==> src/rtl/mil_rxd.sv <==
// MIL-STD-1553 Manchester II word receiver: finds the 3-bit sync, decodes 16 data bits
// plus odd parity, and reports each word as good (rx_valid) or dropped (rx_err).
module mil_rxd #(
  parameter int unsigned HALF_BIT = 25,
  parameter int unsigned SYNC_MIN = 60,
  parameter int unsigned SYNC_MAX = 110
) (
  input  logic        clk,
  input  logic        rst_n,
  input  logic        RXP,
  input  logic        RXN,
  output logic [15:0] dat,
  output logic        rx_valid,
  output logic        rx_cw,
  output logic        rx_err,
  output logic        rx_busy
);

  localparam int unsigned RUN_W = $clog2(SYNC_MAX + 2);
  localparam int unsigned CNT_W = $clog2(3 * HALF_BIT);

  // run holds (length of current level - 1), so a previous run of N cycles reads N-1 at the edge
  localparam logic [RUN_W-1:0] RUN_SAT = RUN_W'(SYNC_MAX + 1);
  localparam logic [RUN_W-1:0] RUN_LO  = RUN_W'(SYNC_MIN - 1);
  localparam logic [RUN_W-1:0] RUN_HI  = RUN_W'(SYNC_MAX - 1);

  localparam logic [CNT_W-1:0] CHK2    = CNT_W'(HALF_BIT + HALF_BIT / 2);
  localparam logic [CNT_W-1:0] SYNC_END = CNT_W'(3 * HALF_BIT - 1);
  localparam logic [CNT_W-1:0] SMP1    = CNT_W'(HALF_BIT / 2);
  localparam logic [CNT_W-1:0] SMP2    = CNT_W'(HALF_BIT + HALF_BIT / 2);
  localparam logic [CNT_W-1:0] BIT_END = CNT_W'(2 * HALF_BIT - 1);
  localparam logic [4:0]       LAST_BIT = 5'd16;

  typedef enum logic [1:0] {L_INV = 2'b00, L_LO = 2'b01, L_HI = 2'b10} lvl_t;
  typedef enum logic [1:0] {IDLE, SYNC2, DATA, DONE} state_t;

  state_t           state;
  lvl_t             lvl, lvl_q, sync_lvl;
  logic             p_s1, p_s2, n_s1, n_s2;
  logic [RUN_W-1:0] run;
  logic [CNT_W-1:0] cnt;
  logic [4:0]       bit_idx;
  logic [15:0]      sr;
  logic             first_hi;
  logic             cw_flag;
  logic             sync_edge;

  always_comb begin
    lvl = L_INV;
    if (p_s2 != n_s2) lvl = p_s2 ? L_HI : L_LO;
  end

  always_comb begin
    sync_edge = (state == IDLE) && (lvl != L_INV) && (lvl_q != L_INV) && (lvl != lvl_q)
                && (run >= RUN_LO) && (run <= RUN_HI);
  end

  always_ff @(posedge clk or negedge rst_n) begin
    if (!rst_n) begin
      p_s1     <= 1'b0;
      p_s2     <= 1'b0;
      n_s1     <= 1'b0;
      n_s2     <= 1'b0;
      lvl_q    <= L_INV;
      sync_lvl <= L_INV;
      run      <= '0;
      cnt      <= '0;
      bit_idx  <= '0;
      sr       <= '0;
      first_hi <= 1'b0;
      cw_flag  <= 1'b0;
      state    <= IDLE;
      dat      <= '0;
      rx_valid <= 1'b0;
      rx_cw    <= 1'b0;
      rx_err   <= 1'b0;
      rx_busy  <= 1'b0;
    end else begin
      p_s1     <= RXP;
      p_s2     <= p_s1;
      n_s1     <= RXN;
      n_s2     <= n_s1;
      lvl_q    <= lvl;
      rx_valid <= 1'b0;
      rx_err   <= 1'b0;

      // Run tracking never pauses, so a sync merged with the previous parity half is still seen
      if (lvl != lvl_q)        run <= '0;
      else if (run != RUN_SAT) run <= run + 1'b1;

      case (state)
        IDLE: begin
          if (sync_edge) begin
            state    <= SYNC2;
            cw_flag  <= (lvl_q == L_HI);
            sync_lvl <= lvl;
            cnt      <= CNT_W'(1);
            rx_busy  <= 1'b1;
          end
        end
        SYNC2: begin
          cnt <= cnt + 1'b1;
          if (cnt == CHK2 && lvl != sync_lvl) begin
            state   <= IDLE;
            rx_busy <= 1'b0;
          end else if (cnt == SYNC_END) begin
            state   <= DATA;
            cnt     <= '0;
            bit_idx <= '0;
          end
        end
        DATA: begin
          if (cnt == BIT_END) begin
            cnt     <= '0;
            bit_idx <= bit_idx + 1'b1;
          end else begin
            cnt <= cnt + 1'b1;
          end
          if (cnt == SMP1) begin
            if (lvl == L_INV) begin
              rx_err  <= 1'b1;
              rx_busy <= 1'b0;
              state   <= IDLE;
            end else begin
              first_hi <= (lvl == L_HI);
            end
          end else if (cnt == SMP2) begin
            if (lvl == L_INV || (lvl == L_HI) == first_hi) begin
              rx_err  <= 1'b1;
              rx_busy <= 1'b0;
              state   <= IDLE;
            end else if (bit_idx == LAST_BIT) begin
              // Parity is judged at its own second-half sample so the pulse lands one cycle later
              rx_busy <= 1'b0;
              state   <= DONE;
              if (^{sr, first_hi}) begin
                dat      <= sr;
                rx_cw    <= cw_flag;
                rx_valid <= 1'b1;
              end else begin
                rx_err <= 1'b1;
              end
            end else begin
              sr <= {sr[14:0], first_hi};
            end
          end
        end
        DONE: state <= IDLE;
      endcase
    end
  end

endmodule

==> config.mk <==
export PLATFORM = sky130hd
export DESIGN_NAME = mil_rxd
export DESIGN_NICKNAME = d
export VERILOG_FILES = /design/src/rtl/mil_rxd.sv
export SDC_FILE = /design/constraint.sdc
export NUM_CORES = 1
export LEC_CHECK = 0
export ABC_AREA = 1
export CAP_MARGIN = 20
export CORE_ASPECT_RATIO = 2
export CORE_UTILIZATION = 60
export CTS_CLUSTER_SIZE = 14
export DETAILED_ROUTE_END_ITERATION = 16
export DONT_BUFFER_PORTS = 1
export PLACE_DENSITY_LB_ADDON = 0.2
export SYNTH_ARGS = -nofsm -noshare
export SYNTH_HDL_FRONTEND = slang
export SYNTH_SLANG_ARGS = --single-unit
==> constraint.sdc <==
create_clock -name clk -period 2.4 [get_ports clk]
set_input_delay 0.72 -clock clk [delete_from_list [all_inputs] [get_ports clk]]
set_output_delay 0.72 -clock clk [all_outputs]
set_load 0.005 [all_outputs]
# Word-level counts from Yosys, hierarchy flattened
# Cells that the tools add are included.
dict set report totals {
  wordCells 117
  register_bits 67
  input_bits 4
  out_inout_bits 20
}
dict set report classes {
  magnitude_cmp 2
  addsub 3
  n_mux 43
  bitwise_logic 4
  reduce_logical 23
  n_eq_ne 24
}
# cell n
set op_table {}
lappend op_table {{$mux W7} 6}
lappend op_table {{$pmux W7 S3} 1}
lappend op_table {{$mux W1} 20}
lappend op_table {{$mux W2} 10}
lappend op_table {{$reduce_xor A17 Y1} 1}
lappend op_table {{$mux W5} 3}
lappend op_table {{$add A7 B1 Y7 const B} 2}
lappend op_table {{$eq A7 B6 Y1 const B} 2}
lappend op_table {{$reduce_and A6 Y1} 2}
lappend op_table {{$ne A2 B2 Y1 const B} 5}
lappend op_table {{$pmux W5 S2} 1}
lappend op_table {{$reduce_and A5 Y1} 2}
lappend op_table {{$ne A3 B3 Y1 const B} 3}
lappend op_table {{$eq A2 B2 Y1 const B} 4}
lappend op_table {{$pmux W2 S4} 1}
lappend op_table {{$reduce_bool A2 Y1} 4}
lappend op_table {{$eq A7 B4 Y1 const B} 1}
lappend op_table {{$eq A7 B7 Y1 const B} 1}
lappend op_table {{$ge A7 B6 Y1 const B} 1}
lappend op_table {{$le A7 B7 Y1 const B} 1}
lappend op_table {{$ne A7 B7 Y1 const B} 1}
lappend op_table {{$logic_and A1 B1 Y1} 6}
lappend op_table {{$add A5 B1 Y5 const B} 1}
lappend op_table {{$eq A5 B5 Y1 const B} 1}
lappend op_table {{13 further kinds} 19}

# Depth between registers and ports, before layout
dict set report depth {
  ltp_word 10
  depth_mapped 13
  ltp_nobuf 12
}

# Worst setup path before layout
# Ideal clock, no wire load.
dict set report synth_timing {
  path_kind {reg-to-reg}
  from {register n_s2}
  to {register dat[12]}
  setup_time_ns 0.117
  arrival_ns 1.771
  path_slack_ns 0.513
  period_less_slack_ns 1.887
  stages_incl_launch_ff 12
  path_buffers 1
  t_required_ns 2.283
  path_cell_list {dfrtp_1 inv_1 ha_1 nor2_2 nor3b_2 and2_4 nand2_4 nor3_4 nand2_4 buf_6 nand2_1 nand2_1}
}
dict set report synth_via {
  elab_chain_len 7
  word_cells_on_any_way 8
  cone_classes {eq/ne: 3; mux: 1; bitwise: 1; reduce/logical: 3}
}
# element line_no
set synth_rtl {}
lappend synth_rtl {{start, declared} 39} ;# logic p_s1, p_s2, n_s1, n_s2;
lappend synth_rtl {{start signal, assigned} 82} ;# n_s2 <= n_s1;
lappend synth_rtl {{$ne A1 B1 Y1 (*)} 50} ;# if (p_s2 != n_s2) lvl = p_s2 ? L_HI : L_LO;
lappend synth_rtl {{$mux W2 (*)} 50}
lappend synth_rtl {{via lvl[1]} 38} ;# lvl_t lvl, lvl_q, sync_lvl;
lappend synth_rtl {{$eq A2 B2 Y1} 128} ;# if (lvl == L_INV || (lvl == L_HI) == first_hi) begin
lappend synth_rtl {{$eq A1 B1 Y1} 128}
lappend synth_rtl {{$logic_or A1 B1 Y1 (*)} 128}
lappend synth_rtl {{$not A1 Y1 (no source line) (*)} --}
lappend synth_rtl {{$reduce_and A6 Y1 (no source line) (*)} --}
lappend synth_rtl {{end signal, assigned} 137} ;# dat <= sr;
lappend synth_rtl {{end, declared} 12} ;# output logic [15:0] dat,
# The timed path passes the listed nets; every way through them passes the cells marked *.
# A chain may end at the register's enable or synchronous reset.

# Worst setup path in the final report
dict set report layout_timing {
  from {register p_s2}
  to {register rx_busy}
}
dict set report layout_via {
  elab_chain_len 10
  word_cells_on_any_way 25
  cone_classes {eq/ne: 9; mux: 6; reduce/logical: 10}
}
# element line_no
set layout_rtl {}
lappend layout_rtl {{start, declared} 39}
lappend layout_rtl {{start signal, assigned} 80} ;# p_s2 <= p_s1;
lappend layout_rtl {{$mux W2 / $ne A1 B1 Y1 (equally long branches)} 50}
lappend layout_rtl {{$mux W2 (*)} 50}
lappend layout_rtl {{via lvl[1]} 38}
lappend layout_rtl {{parallel branches: the longest is 8 deep, another holds $pmux W1 S3} --}
lappend layout_rtl {{end signal, assigned} 77} ;# rx_busy <= 1'b0;
lappend layout_rtl {{end signal, assigned} 98} ;# rx_busy <= 1'b1;
lappend layout_rtl {{end signal, assigned} 105} ;# rx_busy <= 1'b0;
lappend layout_rtl {{end, declared} 16} ;# output logic rx_busy
# Mark *: on every way through the listed nets, which the timed path passes. The select of a mux whose other input is x is not followed.

==> flow_summary.ini <==
[routing]
drt.antenna.violating_nets = 0
drt_iter0_drc = 157
drc = 2
routed_wl_mm = 7.59
dr_total_vias = 3080
routedWlPerCell_um = 13.5
first_pass_iters = 11
viasPerCell = 5.47

[final_layout]
fillers = 486
n_antenna_cell = 0
fin_nets = 514
postLayoutCellArea_mm2 = 0.00405
drive_above_1_share = 0.0520
syn2layout_area_growth_pct = 9.74

[floorplanning]
num_io_pins = 24
rows = 40
die_h_um = 113
core_area_mm2 = 0.00596
fp.dieW_um = 57.4
dieArea_mm2 = 0.00648
start_util = 0.619

[timing]
worstMarginPinSlew_ns = 0.538
fmaxAchievable_ghz = 0.495
fin_setup_tns_ns = 0
slew_viol_final = 0
rsz0062_at_grt = false
hold_viol = 0
timing.final.crit_share = 0.841
setup-violations-final = 0
relSlewSlack = 0.638
min_period_ns = 2.02
finalClockSkew_ns = 0.00673
timing.hold.ws_ns = 0.0731

[status]
status = finished with violations
failed_checks = DRC

[critical_path]
slowest_stage = dfrtp_1
max_stage_delay_ns = 0.38
crit_family = simple AND/OR/NAND/NOR gates
arrival_ns = 2.25
crit_type = flip-flop to flip-flop
cp_max_fo = 11
endpoint_kind = flip-flop
path_buf_inv = 2
crit_path_start_kind = flip-flop
cp.required_ns = 2.63
crit_chain = ha_1 -> xnor2_1 -> nand2_1 -> inv_1 -> nor2_1 -> nand3_2 -> a21oi_1 -> buf_4 -> nand2_1 -> nand2_1 -> nand2_1
cpMostUsedCell = nand2_1

[clock_network]
numCtsBuffers = 9
h-tree-depth = 3
clock-sinks = 67
cts-resized-gates = 0
path_clk_slew_ns = 0.05
cts-root-buf = clkbuf_16
clk_latency_ns = 0.34
cts_hold_buf = 0
postCtsSetupBuffers = 0
cts_tree = yes
cts_buffer_depth = 2

[placed_design]
numPortBuffers = 0
gp_congestion = 0.883
dpl-instance-area_mm2 = 0.00374
dp_hpwl_mm = 5.45

[global_routing]
grt_pass1_wl_mm = 12.8
grt_max_degree = 68
antenna_found_initial = 0
grt_pass1_vias = 2966
overflow = 0
track_usage = 0.256

[pwr]
p_leak_nw = 2.11
power.density_mw_per_mm2 = 628
ir_drop_uv = 406
p_total_w = 0.00254

[synthesis]
synth_cells = 489
synthFlopType = dfrtp_1
synth_edf_count = 0
synth_top_cell_by_area = dfrtp_1
ys_seq_area_frac = 0.455
yosysUniqueCellTypes = 29
ys_warn_count = 0
synth.avg_cell_area_um2 = 7.54
yosysTopAreaCellShare = 0.455
syn_nets = 508
synth_area_mm2 = 0.00369
synth.area.top_cells = dfrtp_1 45%, nand2_1 19%, nand3_1 6.6%
synth_seq_cells = 67
async_flop_share = 1.00

[flow_run]
cap_viol_max_count = 0

[hold_path]
hp-class = input pin to async pin
-- area by class of cell --
class	instances	area [µm²]	share of cell area
sequential	67	1680	0.414
clock inverter	1	30.0	0.00742
multi-input combinational	353	1730	0.426
timing repair buffer	5	37.5	0.00927
inverter	59	221	0.0547
clock buffer	15	278	0.0686
tap	63	78.8	0.0195
-- layout by cell type, fill, tap and decap left out, types with 2 or more instances in the layout --
cell type / Yosys / final
nand2_1: 182 / 182
clkbuf_16: 0 / 9
nand3_1: 49 / 49
dfrtp_1: 67 / 67
inv_1: 59 / 59
buf_4: 1 / 5
clkbuf_8: 0 / 3
xnor2_1: 3 / 3
a21oi_1: 13 / 13
o21ai_0: 40 / 40
nor2_1: 21 / 21
xor2_1: 6 / 6
ha_1: 15 / 15
nand4_1: 7 / 7
clkbuf_1: 4 / 3
nand2_4: 2 / 2
nand3b_1: 2 / 2
nor3_1: 3 / 3
-- sequential cells by signal, summed over array words and instances (netlist names) --
register  flops
lvl_q         2
sr           16
run           7
first_hi      1
state         2
rx_busy       1
rx_err        1
cnt           7
sync_lvl      2
rx_cw         1
bit_idx       5
rx_valid      1
n_s2          1
n_s1          1
p_s2          1
cw_flag       1
dat          16
p_s1          1
-- cells in the mapped netlist, types with 2 or more instances --
cell type and number:
nand2_1 182, dfrtp_1 67, inv_1 59, nand3_1 49
o21ai_0 40, nor2_1 21, ha_1 15, a21oi_1 13
nand4_1 7, xor2_1 6, clkbuf_1 4, buf_6 3
nor3_1 3, xnor2_1 3, nand2_4 2, nand3b_1 2
-- power breakdown --
part | switching [W] | internal [W] | total (W)
sequential | 0.0000109 | 0.00114 | 0.00115
clock | 0.000453 | 0.000889 | 0.00134
combinational | 0.0000284 | 0.0000188 | 0.0000472
-- worst reg2reg max path: cells and delay by family, from the launching register on --
family                   cells  cell delay [ns]
XOR/XNOR                     1             0.17
adder cells (fa/ha/maj)      1             0.30
AO/OA/AOI/OAI                1             0.18
AND/OR/NAND/NOR              6             0.58
buffers and inverters        2             0.30
flip-flops                   1             0.38
-- worst paths after layout --
kind / from / to / slack (ns) / cells past startpoint
worst min-delay path: rst_n / rx_valid$_DFF_PN0_ / 0.07 / 0
worst max-delay path: p_s2$_DFF_PN0_ / rx_busy$_DFFE_PN0P_ / 0.38 / 11
max in group asynchronous: rst_n / dat[14]$_DFFE_PN0P_ / 2.21 / 0
worst min register to register: p_s1$_DFF_PN0_ / p_s2$_DFF_PN0_ / 0.36 / 0
min in group clk: p_s1$_DFF_PN0_ / p_s2$_DFF_PN0_ / 0.36 / 0
worst max register to register: p_s2$_DFF_PN0_ / rx_busy$_DFFE_PN0P_ / 0.38 / 11
-- kinds of logic (layout without fill, tap and decap cells) --
group	Yosys count	after routing	share of synthesized area
simple gates	272	272	0.315
buf+inv	69	80	0.0777
flops	67	67	0.455
compound gates	57	57	0.0801
fa+ha+maj	15	15	0.0509
xor+xnor	9	9	0.0214
-- stage by stage --
stage          utilization  instances  worst slack (ns)
2_1_floorplan            -        489             0.513
3_3_place_gp         0.628        547             0.458
3_5_place_dp         0.628        547             0.412
4_1_cts              0.680        563             0.374
5_1_grt              0.680        563             0.141
6_report             0.680        563             0.381
-- metal layers --
layer  track usage  share of wire  vias up
li1              -              -     1563
met1         0.265           0.39     1444
met3        0.0514          0.027       15
met2         0.475           0.56       58
met4         0.120          0.023        0
met5             0              0        -
Note: power is estimated with default switching activity, not from simulation.
